`src/rtl/mul_arbiter.sv`:
```
// Round-robin scheduler sharing one signed fixed-point multiplier through a 2-stage pipeline.
// Define MUL_ARB_SATURATE_EN to clamp overflowing products instead of wrapping them.
module mul_arbiter #(
  parameter int unsigned NUM_REQ         = 4,
  parameter int unsigned TOTAL_BITS      = 16,
  parameter int unsigned FRACTIONAL_BITS = 8
) (
  input  logic                            clk,
  input  logic                            reset_n,
  input  logic [NUM_REQ-1:0]              req_valid,
  output logic [NUM_REQ-1:0]              req_ready,
  input  logic [NUM_REQ*TOTAL_BITS-1:0]   req_a,
  input  logic [NUM_REQ*TOTAL_BITS-1:0]   req_b,
  output logic                            out_valid,
  output logic [$clog2(NUM_REQ)-1:0]      out_id,
  output logic [TOTAL_BITS-1:0]           out_data,
  output logic                            busy
);

  localparam int unsigned IdW   = $clog2(NUM_REQ);
  localparam int unsigned ProdW = 2 * TOTAL_BITS;

  logic [IdW-1:0]                ptr, ptr_next;
  logic                          grant_found;
  logic [IdW-1:0]                grant_id;
  logic [TOTAL_BITS-1:0]         grant_a, grant_b;
  int unsigned                   idx;

  logic                          s1_valid;
  logic [IdW-1:0]                s1_id;
  logic signed [TOTAL_BITS-1:0]  s1_a, s1_b;

  logic signed [ProdW-1:0]       prod;
  logic [TOTAL_BITS-1:0]         prod_wrap;
  logic [TOTAL_BITS-1:0]         result;

  // Scan from ptr upward (mod NUM_REQ); the first valid requester wins.
  always_comb begin
    grant_found = 1'b0;
    grant_id    = '0;
    grant_a     = '0;
    grant_b     = '0;
    idx         = 0;
    if (reset_n) begin
      for (int unsigned k = 0; k < NUM_REQ; k++) begin
        idx = (32'(ptr) + k) % NUM_REQ;
        if (!grant_found && req_valid[IdW'(idx)]) begin
          grant_found = 1'b1;
          grant_id    = IdW'(idx);
          grant_a     = req_a[idx*TOTAL_BITS +: TOTAL_BITS];
          grant_b     = req_b[idx*TOTAL_BITS +: TOTAL_BITS];
        end
      end
    end
  end

  always_comb begin
    req_ready = '0;
    if (grant_found) req_ready[grant_id] = 1'b1;
  end

  always_comb begin
    ptr_next = ptr;
    if (grant_found) begin
      ptr_next = (grant_id == IdW'(NUM_REQ - 1)) ? '0 : grant_id + IdW'(1);
    end
  end

  assign prod      = s1_a * s1_b;
  assign prod_wrap = prod[FRACTIONAL_BITS +: TOTAL_BITS];

`ifdef MUL_ARB_SATURATE_EN
  localparam int unsigned UpW = TOTAL_BITS - FRACTIONAL_BITS + 1;

  logic [UpW-1:0] prod_upper;
  logic           unused_prod_lsb;

  // In range only if the discarded top bits plus the result sign bit are all equal.
  assign prod_upper      = prod[ProdW-1 -: UpW];
  assign unused_prod_lsb = ^prod[FRACTIONAL_BITS-1:0];

  always_comb begin
    result = prod_wrap;
    if (!(&prod_upper || ~|prod_upper)) begin
      result = prod[ProdW-1] ? {1'b1, {(TOTAL_BITS-1){1'b0}}}
                             : {1'b0, {(TOTAL_BITS-1){1'b1}}};
    end
  end
`else
  logic unused_prod_bits;

  assign unused_prod_bits = ^{prod[ProdW-1:TOTAL_BITS+FRACTIONAL_BITS],
                              prod[FRACTIONAL_BITS-1:0]};
  assign result           = prod_wrap;
`endif

  always_ff @(posedge clk or negedge reset_n) begin
    if (!reset_n) begin
      ptr       <= '0;
      s1_valid  <= 1'b0;
      s1_id     <= '0;
      s1_a      <= '0;
      s1_b      <= '0;
      out_valid <= 1'b0;
      out_id    <= '0;
      out_data  <= '0;
    end else begin
      ptr       <= ptr_next;
      s1_valid  <= grant_found;
      if (grant_found) begin
        s1_id <= grant_id;
        s1_a  <= grant_a;
        s1_b  <= grant_b;
      end
      out_valid <= s1_valid;
      if (s1_valid) begin
        out_id   <= s1_id;
        out_data <= result;
      end
    end
  end

  assign busy = s1_valid | out_valid;

endmodule

```
`config.mk`:
```
export PLATFORM = sky130hd
export DESIGN_NAME = mul_arbiter
export DESIGN_NICKNAME = d
export VERILOG_FILES = /design/src/rtl/mul_arbiter.sv
export SDC_FILE = /design/constraint.sdc
export NUM_CORES = 1
export LEC_CHECK = 0
export CAP_MARGIN = 20
export CORE_ASPECT_RATIO = 1.4
export CORE_MARGIN = 2
export CORE_UTILIZATION = 56
export CTS_CLUSTER_SIZE = 16
export DETAILED_ROUTE_END_ITERATION = 8
export GPL_TIMING_DRIVEN = 1
export PLACE_DENSITY = 0.91
export RECOVER_POWER = 50
export SLEW_MARGIN = 10
export SYNTH_ARGS = -nofsm -noshare
export SYNTH_HDL_FRONTEND = slang
export SYNTH_SLANG_ARGS = --single-unit
```
`constraint.sdc`:
```
create_clock -name clk -period 17.5 [get_ports clk]
set_input_delay 4.375 -clock clk [delete_from_list [all_inputs] [get_ports clk]]
set_output_delay 4.375 -clock clk [all_outputs]
set_load 0.01 [all_outputs]
```
==> metrics.csv, run 1 <==
stage,metric,value,unit
run_status,status,finished with violations,
run_status,violations,"max-capacitance violations, max-slew violations",
synth,ys_types,56,
worst_setup_path,cp_cell_sequence,clkbuf_1 > o41ai_1 > inv_1 > nand2_1 > inv_1 > ha_1 > and2_1 > clkdlybuf4s50_1,
route,ant_nets,0,
synth,synth_top_flop_cell,dfrtp_1,
global_route,overflow,0,
synth,yosysWarnings,0,
cts,root_buffer,clkbuf_16,
cts,clock_path_buffers,2,
worst_setup_path,worst_path_most_repeated_cell,inv_1,
worst_setup_path,reg2reg_depth,21,
worst_setup_path,path_class,primary input to primary output,
synth,netlist_instances,1405,
floorplanning,initial_core_util,57.3,%
route,drc_errors,0,
final_layout,diodes,0,
global_route,grt_use_total,27.5,%
cts,cts.repair.resized,0,
synth,synthArstFlopShare,100,%
floorplanning,core,0.0241,sq mm
timing,fin_crit_sh,65.5,%
timing,tns,0,ns
global_route,antenna_found_initial,0,
timing,slew_violations,39,
timing,period_needed,11.46,ns
timing,setup-violations-final,0,
worst_setup_path,path_max_fanout,21,
min_path,hold_depth,1,
cts,cts_hold_buffers,0,
flow_run,cap_violations,1,
synth,synth_area_leaders,"fa_1, mux4_2, dfrtp_1, inv_1, ha_1",
route,wl,34.0,mm
final_layout,fin_util,64.6,%
floorplanning,die_height,190,microns
synth,yosysTopAreaCell,fa_1,
final_layout,syn_to_final_growth,12.6,%
final_layout,drive_above_1_share,11.7,%
placed_design,io_buffers,157,
synth,yosys.area.top_type_share,27.0,%
synth,synth_edf_count,0,
synth,seq_area_frac_synth,10.2,%
timing,worstMarginPinSlew,2.09,ns
global_route,grt_pass1_wl,55.8,mm
cts,cts_num_sinks,56,
cts,insertion_delay,0.32,ns
global_route,grt_max_degree,83,
worst_setup_path,cp_slowest_stage_delay,0.99,ns
placed_design,hpwl,26.5,mm
floorplanning,die_x,137,microns
worst_setup_path,crit_required,13.12,ns
timing,clock_skew,0.0137,ns
timing,hold_violations,0,
worst_setup_path,crit_arrival,7.08,ns
cts,cts_tree,built,
timing,rsz0062_at_grt,false,
cts,clkTransAtPathRegs,0.07,ns
worst_setup_path,crit_path_start_kind,primary input,
min_path,min-delay-start,out_data[8],
cts,cts_setup_buffers,0,
synth,ys_top_cells_by_count,"inv_1, fa_1, nand2_1",
synth,netlist_area,0.0138,sq mm
final_layout,final_cells,1800,
route,first_pass_iters,5,
synth,syn_nets,1799,
worst_setup_path,end_kind,primary output,
min_path,hp-class,register to register,
cts,h-tree-depth,2,
route,vias,11047,
route,drt-initial-drc-count,845,
synth,yosysMostFrequentCell,inv_1,
floorplanning,dieArea,0.0259,sq mm
placed_design,place_inst,1791,
worst_setup_path,r2r_slack,11.14,ns
route,wl_per_cell,18.9,microns
floorplanning,num_rows,67,
final_layout,final_nets,1883,
route,vias_per_cell,6.14,
worst_setup_path,crit_start,reset_n,
placed_design,gp_congestion,0.933,
worst_setup_path,r2r-start,s1_b[7],
global_route,grt_pass1_vias,11833,
timing,slew_headroom,-39.6,%
synth,ys_ff_latch,56,
synth,syn_area_per_cell,9.81,sq um
worst_setup_path,slowest_stage,clkbuf_1,
timing,fmax,87.3,MHz
cts,numCtsBuffers,5,
floorplanning,io_pins,158,
[flip-flops by register name (all words and copies together) (netlist names)]
register and count:
out_valid 1, s1_b 16, s1_valid 1, s1_id 2, out_data 16, s1_a 16, ptr 2, out_id 2
[routing by layer]
layer | up-vias | track usage (%) | part of all wire [%]
met5 | - | 0 | 0
met4 | 0 | 12.9 | 4.3
met3 | 136 | 4.58 | 7.8
met2 | 622 | 49.6 | 54
met1 | 5532 | 31.3 | 34
li1 | 4757 | - | -
[layout by cell type (no fill, tap or decap), types with 2 or more instances in the layout]
cell and count:
buf_4 8, clkbuf_16 5, mux4_2 128, xor2_1 11, a2111oi_0 2, nor3_1 2
xnor2_1 26, clkbuf_1 4, nor2b_1 40, nand3_1 5, nand2_1 156, dfrtp_4 2
mux2_2 15, nand4_1 5, a21oi_2 3, inv_6 2, inv_1 277, and2_1 111
o21bai_2 2, clkdlybuf4s50_1 152, a21oi_1 76, o21bai_1 2, a31oi_1 2, nor2_1 23
o21ai_0 61, fa_1 186, ha_1 74, nand2b_1 6, a22oi_1 2, dlygate4sd3_1 4
o21ai_1 14, dfrtp_1 54, a21o_1 4
[kinds of logic after synthesis]
kind of cell    count (synthesis)  share of synthesized area, %
xor+xnor                       37                          2.35
fa+ha+maj                     260                          33.7
mux                           143                          22.1
simple gates                  356                          13.0
flops                          56                          10.2
compound gates                185                          7.91
buf+inv                       368                          10.8
[cell type report]
cell class / instances / area (sq um)
fillers: 1742 / 8530
well taps: 310 / 388
clock inverters: 2 / 17.5
flip-flops and latches: 56 / 1410
inverters: 277 / 1040
repair buffers: 168 / 1660
multi-input cells: 981 / 10900
clock buffers: 6 / 129
[worst paths after layout]
kind	to
min in group asynchronous	out_data[2]
setup / recovery	req_ready[3]
setup reg to reg	out_data[14]
max in group asynchronous	ptr[1]
hold / removal	out_data[8]
hold reg to reg	out_data[8]
[through the flow]
step | hold WS (ns) | cell area [sq um] | setup slack, ns
2_1_floorplan | 0.352 | 13800 | 7.13
4_1_cts | 0.513 | 15600 | 6.21
3_5_place_dp | 0.497 | 15400 | 6.22
5_1_grt | 0.520 | 15500 | 5.69
6_report | 0.503 | 15500 | 6.04
3_3_place_gp | 0.491 | 15400 | 6.35
[worst max-delay path, delay by kind of cell]
kind	cells	cell delay, ns
buffers and inverters	4	1.90
and+or+nand+nor	2	0.30
AOI/OAI and AO/OA	1	0.30
adders and majority gates	1	0.18
Power of run 1 is left out: the tool's default activity adds up to more than one toggle a clock period on the data nets, which glitch-free logic cannot reach.
==> inputs of run 2 (changes only) <==
Clock period 17.5 ns to 11 ns, I/O delays scaled along.
==> metrics.csv, run 2 (synthesis gave the netlist of run 1 again) <==
stage,metric,value,unit,change
worst_setup_path,critPathTopFamily,buffers and inverters,,
timing,slew_violations,38,,-2.6%
cts,h-tree-depth,2,,unchanged
worst_setup_path,cp_cell_sequence,clkbuf_1 > o41ai_1 > inv_1 > nand2_1 > inv_1 > ha_1 > and2_1 > clkdlybuf4s50_1,,
timing,worstMarginPinSlew,2.01,ns,-0.0830 ns
route,wl_per_cell,18.9,microns,+0.13%
timing,setup-violations-final,0,,unchanged
worst_setup_path,slowest_stage,clkbuf_1,,
cts,clock_path_buffers,2,,unchanged
route,vias_per_cell,6.12,,-0.31%
placed_design,io_buffers,157,,unchanged
floorplanning,die_height,190,microns,unchanged
worst_setup_path,cp_num_buf_inv,4,,unchanged
floorplanning,num_rows,67,,unchanged
placed_design,dp_slack,3.00,ns,-3.22 ns
worst_setup_path,path_class,primary input to primary output,,
worst_setup_path,crit_arrival,5.48,ns,-1.60 ns
floorplanning,core,0.0241,sq mm,unchanged
timing,period_needed,8.23,ns,
route,m1WireLength,11.5,mm,+0.77%
route,maxUsedRoutingLayer,met4,,
timing,hold_violations,0,,unchanged
cts,cts.repair.resized,0,,unchanged
global_route,grt_use_total,28.0,%,+0.48 points
global_route,antenna_found_initial,0,,unchanged
worst_setup_path,cp_slowest_stage_delay,1.04,ns,+0.05 ns
timing,fin_crit_sh,74.8,%,
route,drc_errors,0,,unchanged
final_layout,final_common_cell,inv_1,,
final_layout,diodes,0,,unchanged
timing,rsz0062_at_grt,false,,
worst_setup_path,crit_path_start_kind,primary input,,
cts,cts_tree,built,,
route,vias,11007,,-0.36%
floorplanning,dieArea,0.0259,sq mm,unchanged
flow_run,cap_violations,1,,unchanged
final_layout,layout.area.seq,0.00141,sq mm,unchanged
timing,fin_ws,2.77,ns,-3.27 ns
floorplanning,io_pins,158,,unchanged
cts,insertion_delay,0.32,ns,about the same
route,route.met3.wl,2.32,mm,-13%
run_status,status,finished with violations,,
global_route,overflow,0,,unchanged
route,first_pass_iters,6,,+1
min_path,hp-class,register to register,,
final_layout,syn_to_final_growth,12.9,%,
final_layout,drive_above_1_share,11.8,%,+0.075 points
cts,cts_hold_buffers,0,,unchanged
run_status,violations,"max-capacitance violations, max-slew violations",,
final_layout,final_cell_mix,"inv_1, fa_1, nand2_1",,
floorplanning,initial_core_util,57.3,%,unchanged
route,wl,34.1,mm,about the same
route,ant_nets,0,,unchanged
final_layout,final_nets,1882,,-0.053%
timing,fmax,122,MHz,
cts,numCtsBuffers,5,,unchanged
timing,slew_headroom,-34.0,%,+5.5 points
timing,clock_skew,0.0151,ns,+0.00139 ns
cts,cts_num_sinks,56,,unchanged
global_route,grt_pass1_vias,12188,,+3.0%
cts,root_buffer,clkbuf_16,,
worst_setup_path,end_kind,primary output,,
route,drt-initial-drc-count,788,,-6.7%
final_layout,fillCellCount,1712,,-1.7%
placed_design,gp_congestion,0.927,,-0.63%
floorplanning,die_x,137,microns,unchanged
worst_setup_path,crit_required,8.25,ns,-4.87 ns
global_route,grt_max_degree,71,,-14%
worst_setup_path,path_max_fanout,22,,+4.8%
global_route,grt_pass1_wl,56.8,mm,+1.8%
timing,tns,0,ns,unchanged
route,wl_met2,18.1,mm,-2.1%
placed_design,hpwl,26.6,mm,+0.30%
final_layout,largestRegisters,"out_data (16), s1_a (16), s1_b (16)",,
final_layout,fin_util,64.7,%,+0.16 points
worst_setup_path,worst_path_most_repeated_cell,inv_1,,
cts,cts_setup_buffers,0,,unchanged
final_layout,multi_input_area,0.0109,sq mm,+0.21%
cts,clkTransAtPathRegs,0.08,ns,about the same
-- run 2: routing by layer --
layer	up-vias	global-route usage (%)
li1	4750	-
met3	177	4.18
met5	-	0
met1	5495	30.9
met4	0	16.7
met2	585	50.1
-- run 2: path summary, 6_finish.rpt --
check                      startpoint  slack [ns]  cells past startpoint            to
max                           reset_n        2.77                      8  req_ready[3]
min                          s1_id[0]        0.50                      2      s1_id[0]
max reg2reg                   s1_b[7]        4.64                     21  out_data[14]
min reg2reg                  s1_id[0]        0.50                      2      s1_id[0]
max in group asynchronous     reset_n        5.43                      2        ptr[1]
min in group asynchronous     reset_n        2.76                      1   out_data[1]
-- run 2: final cells by class --
| class | instances | area share (%) |
|---|---|---|
| tap | 310 | 2.49 |
| clock inverter | 2 | 0.386 |
| inverter | 277 | 6.68 |
| sequential | 56 | 9.05 |
| clock buffer | 6 | 0.828 |
| multi-input combinational | 981 | 70.1 |
| timing repair buffer | 167 | 10.5 |
-- run 2: per-stage QoR --
stage                     hold WS [ns]  std cells  instance area, sq um
after global placement           0.491       1791                 15400
after CTS                        0.495       1799                 15600
after detailed placement         0.476       1791                 15400
after global routing             0.516       1799                 15600
after floorplan                  0.352       1405                 13800
final                            0.500       1799                 15600
-- run 2: worst reg2reg max path, stage by stage, from the launching register on --
cell,delay [ns]
dfrtp_1,0.90
nand2_1,0.20
fa_1,0.59
inv_1,0.06
fa_1,0.50
inv_1,0.05
fa_1,0.55
inv_1,0.06
fa_1,0.41
fa_1,0.52
inv_1,0.05
fa_1,0.47
inv_1,0.04
ha_1,0.34
a21o_1,0.21
a21o_1,0.17
a21oi_1,0.19
a21oi_1,0.09
a2111oi_0,0.29
o21ai_1,0.14
xor2_1,0.16
mux2_2,0.27
Power of run 2 is left out for the same reason.
==> inputs of run 3 (changes only) <==
Settings changed: CORE_UTILIZATION 56 to 54.
Clock period 11 ns to 7.48 ns, I/O delays scaled along.
==> metrics.csv, run 3 (synthesis gave the netlist of run 1 again) <==
stage,metric,value,unit,change
run_status,status,finished with violations,,
run_status,violations,"max-capacitance violations, max-slew violations",,
cts,clkTransAtPathRegs,0.09,ns,about the same
placed_design,hpwl,27.3,mm,+2.5%
route,ant_nets,0,,unchanged
floorplanning,dieArea,0.0268,sq mm,+3.6%
route,vias,10969,,-0.35%
worst_setup_path,cp_slowest_stage_delay,0.91,ns,-0.13 ns
cts,root_buffer,clkbuf_16,,
floorplanning,die_x,139,microns,+1.8%
min_path,hp-class,register to register,,
route,wl,34.2,mm,+0.53%
timing,fmax,157,MHz,
cts,cts_num_sinks,56,,unchanged
route,drt-initial-drc-count,628,,-20%
flow_run,cap_violations,1,,unchanged
global_route,grt_pass1_vias,12039,,-1.2%
worst_setup_path,worst_path_most_repeated_cell,inv_1,,
floorplanning,num_rows,69,,+3.0%
timing,rsz0062_at_grt,false,,
final_layout,final_common_cell,inv_1,,
timing,tns,0,ns,unchanged
timing,timing.hold.ws,0.489,ns,-0.0109 ns
timing,slew_headroom,-55.2,%,-21 points
timing,setup-violations-final,0,,unchanged
global_route,overflow,0,,unchanged
timing,hold_violations,0,,unchanged
global_route,antenna_found_initial,0,,unchanged
worst_setup_path,critPathTopFamily,buffers and inverters,,
worst_setup_path,cp_num_buf_inv,4,,unchanged
cts,cts_setup_buffers,0,,unchanged
placed_design,io_buffers,157,,unchanged
final_layout,diodes,0,,unchanged
timing,clock_skew,0.0161,ns,+0.000971 ns
cts,insertion_delay,0.32,ns,about the same
timing,slew_violations,42,,+11%
worst_setup_path,crit_required,5.61,ns,-2.64 ns
placed_design,gp_congestion,0.923,,-0.47%
floorplanning,die_height,193,microns,+1.8%
route,drc_errors,0,,unchanged
worst_setup_path,path_class,primary input to primary output,,
worst_setup_path,slowest_stage,clkbuf_1,,
floorplanning,io_pins,158,,unchanged
final_layout,drive_above_1_share,11.9,%,+0.13 points
route,first_pass_iters,6,,unchanged
final_layout,syn_to_final_growth,12.7,%,
cts,cts_tree,built,,
worst_setup_path,end_kind,primary output,,
floorplanning,initial_core_util,54.7,%,-2.6 points
floorplanning,core,0.0252,sq mm,+4.8%
timing,period_needed,6.36,ns,
timing,worstMarginPinSlew,2.33,ns,+0.318 ns
worst_setup_path,crit_path_start_kind,primary input,,
final_layout,fillCellCount,1995,,+17%
worst_setup_path,cp_cell_sequence,clkbuf_1 > o41ai_1 > inv_1 > nand2_1 > inv_1 > ha_1 > and2_1 > clkdlybuf4s50_1,,
global_route,grt_max_degree,73,,+2.8%
final_layout,largestRegisters,"out_data (16), s1_a (16), s1_b (16)",,
worst_setup_path,crit_arrival,4.49,ns,-0.99 ns
global_route,grt_pass1_wl,57.2,mm,+0.62%
global_route,grt_use_total,26.5,%,-1.5 points
cts,clock_path_buffers,2,,unchanged
final_layout,final_cell_mix,"inv_1, fa_1, nand2_1",,
route,wl_per_cell,18.9,microns,about the same
final_layout,layout.area.seq,0.00141,sq mm,unchanged
cts,h-tree-depth,2,,unchanged
worst_setup_path,path_max_fanout,18,,-18%
route,vias_per_cell,6.06,,-0.90%
cts,numCtsBuffers,5,,unchanged
final_layout,final_nets,1883,,+0.053%
cts,cts.repair.resized,0,,unchanged
timing,fin_crit_sh,85.1,%,
cts,cts_hold_buffers,0,,unchanged
final_layout,multi_input_area,0.0109,sq mm,unchanged
## run 3: cell count changes in the layout (fill, tap and decap cells not counted)
| cell | delta |
|---|---|
| clkinv_4 | +1 |
| inv_6 | +1 |
| buf_4 | +1 |
| clkinv_2 | +1 |
| clkbuf_1 | -1 |
| bufinv_16 | -2 |
## run 3: metrics by stage
| stage | std cells | setup slack [ns] | utilization [%] | instance area, sq um |
|---|---|---|---|---|
| 5_1_grt | 1809 | 0.849 | 61.7 | 15500 |
| 3_5_place_dp | 1801 | 1.17 | 61.2 | 15400 |
| 6_report | 1809 | 1.12 | 61.7 | 15500 |
| 2_1_floorplan | 1405 | 1.72 | - | 13800 |
| 4_1_cts | 1809 | 1.18 | 61.8 | 15600 |
| 3_3_place_gp | 1801 | 1.25 | 61.2 | 15400 |
## run 3: per-layer routing
| layer | global-route usage (%) | vias to the layer above | routed length [microns] |
|---|---|---|---|
| li1 | - | 4747 | - |
| met1 | 28.8 | 5480 | 11400 |
| met2 | 50.8 | 586 | 18800 |
| met3 | 3.41 | 156 | 2260 |
| met4 | 13.3 | 0 | 1710 |
| met5 | 0 | - | 0 |
## run 3: area by class of cell
class | count | share of cell area [%]
Multi-Input combinational cell | 981 | 70.2
Timing Repair Buffer | 168 | 10.6
Sequential cell | 56 | 9.06
Inverter | 277 | 6.69
Tap cell | 319 | 2.57
Clock buffer | 5 | 0.805
Clock inverter | 3 | 0.145
## run 3: final timing paths
path	slack [ns]	start	depth (start not counted)	end
setup / recovery	1.12	reset_n	8	req_ready[3]
hold / removal	0.49	s1_id[1]	2	s1_id[1]
setup reg to reg	1.34	s1_b[7]	21	out_data[14]
hold reg to reg	0.49	s1_id[1]	2	s1_id[1]
max in group asynchronous	2.88	reset_n	2	out_data[15]
min in group asynchronous	1.82	reset_n	1	s1_b[7]
## run 3: worst reg2reg max path, cell delays in order, from the launching register on
cell       delay, ns
dfrtp_1         0.81
nand2_1         0.18
fa_1            0.56
inv_1           0.05
fa_1            0.49
inv_1           0.05
fa_1            0.53
inv_1           0.05
fa_1            0.39
fa_1            0.52
inv_1           0.05
fa_1            0.48
inv_1           0.04
ha_1            0.34
a21o_1          0.21
a21o_1          0.17
a21oi_1         0.17
a21oi_1         0.08
a2111oi_0       0.28
o21ai_1         0.14
xor2_1          0.15
mux2_2          0.26
Power of run 3 is left out for the same reason.
